## src/rtl/div_32bit_seq.sv

```systemverilog
// ---------------------------------------------------------------------------
// div_32bit_seq
// Multi-cycle signed integer divider. It produces one quotient bit per cycle
// using non-restoring division on operand magnitudes, then fixes up the
// remainder and applies the result signs (truncation toward zero).
// The result is packed as {remainder, quotient}, so HI/LO load the same way
// they do after a multiply.
//
// Optional feature macro: DIV_UNSIGNED_EN
//   When defined, the input is_unsigned is added. It is sampled with start.
//   When it is 1, the operands are treated as unsigned: no magnitude
//   conversion is done and no result negation is applied.
//
// Ports
//   clock        rising-edge clock
//   clear        asynchronous active-high reset
//   start        divide request, accepted only while idle
//   Ra, Rb       dividend / divisor (two's complement), captured on start
//   is_unsigned  (DIV_UNSIGNED_EN only) unsigned-divide select
//   busy         high from the cycle after start is accepted until done
//   done         one-cycle pulse; Rz and div_by_zero are valid from here
//   div_by_zero  high with done when the divisor was zero
//   Rz           {remainder, quotient}; holds the last result
// ---------------------------------------------------------------------------
module div_32bit_seq #(
    parameter int WIDTH = 32
) (
    input  logic               clock,
    input  logic               clear,
    input  logic               start,
    input  logic [WIDTH-1:0]   Ra,
    input  logic [WIDTH-1:0]   Rb,
`ifdef DIV_UNSIGNED_EN
    input  logic               is_unsigned,
`endif
    output logic               busy,
    output logic               done,
    output logic               div_by_zero,
    output logic [2*WIDTH-1:0] Rz
);

    localparam int CW = $clog2(WIDTH);
    localparam logic [CW-1:0]    LAST_CNT = CW'(WIDTH - 1);
    localparam logic [WIDTH-1:0] ONE_W    = WIDTH'(1);

    typedef enum logic [1:0] {
        IDLE,
        CALC,
        FIX,
        DONE
    } state_t;

    state_t           state;
    logic [WIDTH-1:0] a_raw;
    logic [WIDTH-1:0] b_mag;
    logic [WIDTH:0]   p_reg;
    logic [WIDTH-1:0] q_reg;
    logic             sign_q;
    logic             sign_r;
    logic             zero_div;
    logic [CW-1:0]    count;

    logic             op_unsigned;
    logic             ra_neg;
    logic             rb_neg;
    logic [WIDTH-1:0] ra_mag;
    logic [WIDTH-1:0] rb_mag;
    logic [WIDTH:0]   b_ext;
    logic [WIDTH:0]   shifted;
    logic [WIDTH:0]   p_next;
    logic [WIDTH-1:0] rem_fixed;
    logic [WIDTH-1:0] rem_out;
    logic [WIDTH-1:0] quo_out;

`ifdef DIV_UNSIGNED_EN
    assign op_unsigned = is_unsigned;
`else
    assign op_unsigned = 1'b0;
`endif

    // Operand magnitudes. The most negative value negates to itself, which
    // read as an unsigned W-bit number is exactly 2^(W-1).
    always_comb begin
        ra_neg = ~op_unsigned & Ra[WIDTH-1];
        rb_neg = ~op_unsigned & Rb[WIDTH-1];
        ra_mag = ra_neg ? (~Ra) + ONE_W : Ra;
        rb_mag = rb_neg ? (~Rb) + ONE_W : Rb;
    end

    // One non-restoring step: shift {P,Q} left, then subtract the divisor
    // when P was non-negative or add it back when P was negative.
    // W+1 bits is enough because |P| stays below the divisor.
    always_comb begin
        b_ext   = {1'b0, b_mag};
        shifted = {p_reg[WIDTH-1:0], q_reg[WIDTH-1]};
        p_next  = p_reg[WIDTH] ? shifted + b_ext : shifted - b_ext;
    end

    // Final correction: a negative partial remainder gets one divisor added
    // back. After that the signs are applied: the quotient takes the XOR of
    // the operand signs and the remainder takes the dividend's sign.
    always_comb begin
        rem_fixed = p_reg[WIDTH] ? p_reg[WIDTH-1:0] + b_mag : p_reg[WIDTH-1:0];
        rem_out   = sign_r ? (~rem_fixed) + ONE_W : rem_fixed;
        quo_out   = sign_q ? (~q_reg) + ONE_W : q_reg;
    end

    // Control and datapath sequencing. Rz and div_by_zero change only when
    // leaving DONE, so they keep the previous result during an operation.
    // A zero divisor skips the iterations and goes straight to DONE.
    always_ff @(posedge clock or posedge clear) begin
        if (clear) begin
            state       <= IDLE;
            a_raw       <= '0;
            b_mag       <= '0;
            p_reg       <= '0;
            q_reg       <= '0;
            sign_q      <= 1'b0;
            sign_r      <= 1'b0;
            zero_div    <= 1'b0;
            count       <= '0;
            busy        <= 1'b0;
            done        <= 1'b0;
            div_by_zero <= 1'b0;
            Rz          <= '0;
        end else begin
            done <= 1'b0;
            case (state)
                IDLE: begin
                    if (start) begin
                        a_raw  <= Ra;
                        b_mag  <= rb_mag;
                        q_reg  <= ra_mag;
                        p_reg  <= '0;
                        count  <= '0;
                        sign_q <= ra_neg ^ rb_neg;
                        sign_r <= ra_neg;
                        busy   <= 1'b1;
                        if (Rb == '0) begin
                            zero_div <= 1'b1;
                            state    <= DONE;
                        end else begin
                            zero_div <= 1'b0;
                            state    <= CALC;
                        end
                    end
                end
                CALC: begin
                    p_reg <= p_next;
                    q_reg <= {q_reg[WIDTH-2:0], ~p_next[WIDTH]};
                    count <= count + 1'b1;
                    if (count == LAST_CNT) begin
                        state <= FIX;
                    end
                end
                FIX: begin
                    p_reg <= {1'b0, rem_out};
                    q_reg <= quo_out;
                    state <= DONE;
                end
                DONE: begin
                    busy        <= 1'b0;
                    done        <= 1'b1;
                    div_by_zero <= zero_div;
                    if (zero_div) begin
                        Rz <= {a_raw, {WIDTH{1'b1}}};
                    end else begin
                        Rz <= {p_reg[WIDTH-1:0], q_reg};
                    end
                    state <= IDLE;
                end
                default: state <= IDLE;
            endcase
        end
    end

endmodule

```

## config.mk

```make
export PLATFORM = sky130hd
export DESIGN_NAME = div_32bit_seq
export DESIGN_NICKNAME = d
export VERILOG_FILES = /design/src/rtl/div_32bit_seq.sv
export SDC_FILE = /design/constraint.sdc
export NUM_CORES = 1
export LEC_CHECK = 0
export CORE_AREA = 4 4 168 170
export CTS_BUF_LIST = sky130_fd_sc_hd__clkbuf_8 sky130_fd_sc_hd__clkbuf_16
export CTS_CLUSTER_SIZE = 8
export DETAILED_ROUTE_END_ITERATION = 8
export DIE_AREA = 0 0 172 174
export PLACE_DENSITY = 0.79
export REMOVE_ABC_BUFFERS = 1
export SETUP_SLACK_MARGIN = 0.05
export SLEW_MARGIN = 30
export SYNTH_ARGS = -nofsm -noshare
export SYNTH_HDL_FRONTEND = slang
export SYNTH_SLANG_ARGS = --single-unit
```

## constraint.sdc

```tcl
create_clock -name clock -period 10.5 [get_ports clock]
set_input_delay 2.625 -clock clock [delete_from_list [all_inputs] [get_ports clock]]
set_output_delay 2.625 -clock clock [all_outputs]
set_load 0.005 [all_outputs]
```

==> impl_metrics.csv <==
group,metric,value,unit
cts,clkSinkCount,205,
timing,holdWs,0.479,ns
timing,relSlewSlack,33.6,%
drt,wl_met3,3.40,mm
min_path,min_path_type,"flop to flop",
place,place_inst,2311,
critical_path,crit_required,10.93,ns
power_and_ir_drop,max-vdd-ir-drop,202,uV
place,post-dp-hpwl,32.2,mm
critical_path,crit_path_cell_trace,"clkdlybuf4s50_1 > or4_1 > or3_1 > or4_1 > or4_1 > nand2b_1 > nand2b_1 > nand2_1 > xor2_1 > o21ai_0 > o21a_1 > o22a_1",
drt,num_vias,14900,
drt,met2_length,20.1,mm
floorplan,core,26700,um^2
critical_path,crit_type,"primary input to flop",
global_route,grt_pass1_vias,14100,
global_route,grt_overflow_total,0,
outcome,outcome,"finished, final reports clean",
drt,drt_iter0_drc,1305,
drt,routed_wl,44.2,mm
floorplan,initial_core_util,59.5,%
critical_path,cp-start-kind,"primary input",
timing,setup_viol,0,
cts,cts.path.max_buffers,3,
global_route,antenna_found_initial,0,
timing,fin_worst_skew,0.0196,ns
drt,via_per_inst,6.35,
critical_path,crit_top_cell,"or4_1",
floorplan,rows,60,
critical_path,endpoint_kind,"flop",
place,dp_slack,4.24,ns
timing,tns,0,ns
drt,ant_nets,0,
critical_path,slowest_delay,0.56,ns
critical_path,critPathSlowestCell,"or4_1",
floorplan,die_h,174,um
timing,fin_ws,4.74,ns
cts,post_cts_buffers,0,
power_and_ir_drop,p_per_area,356,nW/um^2
yosys,yosysSeqAreaShare,32.2,%
layout,mostFrequentLayoutCells,"210 x nor2_1, 203 x dfrtp_1, 176 x a21oi_1, 176 x nand2_1, 172 x o21ai_0",
cts,postCtsHoldBufs,0,
layout,nets,2144,
yosys,synth.distinct_cells,101,
cts,insertion_delay,0.55,ns
power_and_ir_drop,power.leakage,7.52,nW
critical_path,cp_num_buf_inv,1,
floorplan,dieArea,29900,um^2
timing,slew_violations,0,
drt,wl_met1,19.7,mm
floorplan,die_width,172,um
critical_path,critPathTopFamily,"simple AND/OR/NAND/NOR gates",
timing,min_period,5.76,ns
yosys,ys_ff_latch,205,
power_and_ir_drop,finalPower,6.48,mW
timing,period_share,54.8,%
cts,cts_made_buffers,29,
global_route,grt_first_pass_wirelength,71.9,mm
layout,n_fill_cell,2222,
layout,largest_reg_flops,64,
place,place_congestion,0.941,
cts,h-tree-depth,1,
drt,post_drt_wl_per_cell,18.8,um
job,cap_violations,0,
floorplan,ios,134,
critical_path,worstPathArrival,6.18,ns
cts,cts_resized,0,
global_route,grt_use_total,28.9,%
yosys,synthFlopType,"dfrtp_1",
drt,top_layer,"met4",
cts,root_buffer,"clkbuf_16",
layout,drive_above_1_share,6.69,%
critical_path,crit_path_max_fanout,6,
timing,fmax,174,MHz
cts,path_clk_slew,0.05,ns
layout,syn_to_final_growth,14.3,%
drt,drcViolationCount,0,
yosys,avgSynthCellArea,8.26,um^2
global_route,grt_max_degree,130,
cts,cts_tree,"built",
timing,tightest_slew,0.987,ns
timing,grt_setup_unrepaired,"no",
layout,final_common_cell,"nor2_1",
place,numPortBuffers,133,
yosys,synth_edf_count,0,
layout,diodes,0,
yosys,syn_inst,1927,
yosys,netlist_area,15900,um^2
yosys,ys_async_sr_fraction,100,%
yosys,synth_warnings,0,
timing,hold_violations,0,
layout,stdcell_count,2345,
drt,firstDrtPassIters,6,
==> kinds of logic (layout without fill, tap and decap cells) <==
kind of cell | Yosys count | count (layout) | synth area share [%]
AOI/OAI and AO/OA | 616 | 616 | 24.5
adders and majority gates | 76 | 76 | 6.07
DFF | 205 | 205 | 32.2
buffers and inverters | 158 | 235 | 3.81
xor gates and xnor gates | 155 | 155 | 8.53
and+or+nand+nor | 635 | 635 | 19.5
muxes | 82 | 82 | 5.42
==> report_power, final <==
| part | internal [mW] | leakage [nW] | switching [mW] |
|---|---|---|---|
| registers | 1.17 | 2.52 | 0.429 |
| logic | 1.74 | 4.62 | 2.33 |
| clock network | 0.480 | 0.383 | 0.326 |
==> tightest hold or removal path, stage by stage, from the launching register on <==
cell and delay (ns):
dfrtp_1 0.34, nand2_1 0.05, o21ai_0 0.06
==> layout make-up <==
| cell class | count | area (um^2) | share of cell area, % |
|---|---|---|---|
| Clock buffer | 29 | 726 | 3.99 |
| Multi-Input combinational cell | 1564 | 10200 | 56.1 |
| Timing Repair Buffer | 151 | 1470 | 8.08 |
| Inverter | 50 | 200 | 1.10 |
| Clock inverter | 5 | 23.8 | 0.131 |
| Sequential cell | 205 | 5130 | 28.2 |
| Tap cell | 341 | 427 | 2.35 |
==> metal layers <==
metal / global-route usage [%] / vias up
li1: - / 7170
met1: 41.3 / 7066
met2: 46.8 / 578
met3: 3.78 / 87
met4: 6.71 / 0
met5: 0 / -
==> worst paths after layout <==
kind	start	slack (ns)	end	cells past startpoint
setup reg to reg	b_mag[2]	4.94	q_reg[0]	18
max in group asynchronous	clear	6.72	p_reg[32]	3
hold / removal	a_raw[20]	0.48	a_raw[20]	2
setup / recovery	Ra[9]	4.74	q_reg[26]	12
min in group asynchronous	clear	2.58	Rz[35]	2
hold reg to reg	a_raw[20]	0.48	a_raw[20]	2
==> cells in the mapped netlist, types with 6 or more instances <==
master / number / share of area [%]
xor2_1: 102 / 5.6
nand4_1: 16 / 0.63
a21o_1: 27 / 1.3
a2bb2oi_1: 8 / 0.44
o31ai_1: 25 / 1.2
nor2b_1: 14 / 0.55
o21a_1: 20 / 0.94
nand3_1: 35 / 1.1
a211oi_1: 9 / 0.42
xnor2_1: 53 / 2.9
ha_1: 74 / 5.8
o22ai_1: 9 / 0.35
buf_1: 15 / 0.35
or4_1: 12 / 0.57
and3_1: 13 / 0.51
o22a_1: 6 / 0.33
mux2i_1: 48 / 3.0
o211ai_1: 11 / 0.52
and2_1: 8 / 0.31
mux2_2: 34 / 2.4
nor4_1: 13 / 0.51
nor3_1: 41 / 1.3
o2111ai_1: 6 / 0.33
inv_1: 50 / 1.2
o21bai_1: 8 / 0.38
nand3b_1: 10 / 0.47
a22oi_1: 16 / 0.75
o21ai_0: 173 / 5.4
o21ai_1: 8 / 0.25
a22o_1: 9 / 0.50
a31oi_1: 24 / 0.94
clkbuf_1: 89 / 2.1
nand2_1: 178 / 4.2
dfrtp_1: 205 / 32
nor2_1: 210 / 5.0
or3_1: 14 / 0.55
a221oi_1: 18 / 0.99
o41ai_1: 11 / 0.61
nand2b_1: 19 / 0.75
a21oi_1: 176 / 5.5
or2_2: 9 / 0.35
==> per-stage QoR <==
step	utilization (%)	cell area, um^2
floorplan	-	15500
global placement	65.2	17400
detailed placement	65.2	17400
CTS	68.0	18200
global route	68.1	18200
finish	68.1	18200
Note: power is estimated with default switching activity, not from simulation.
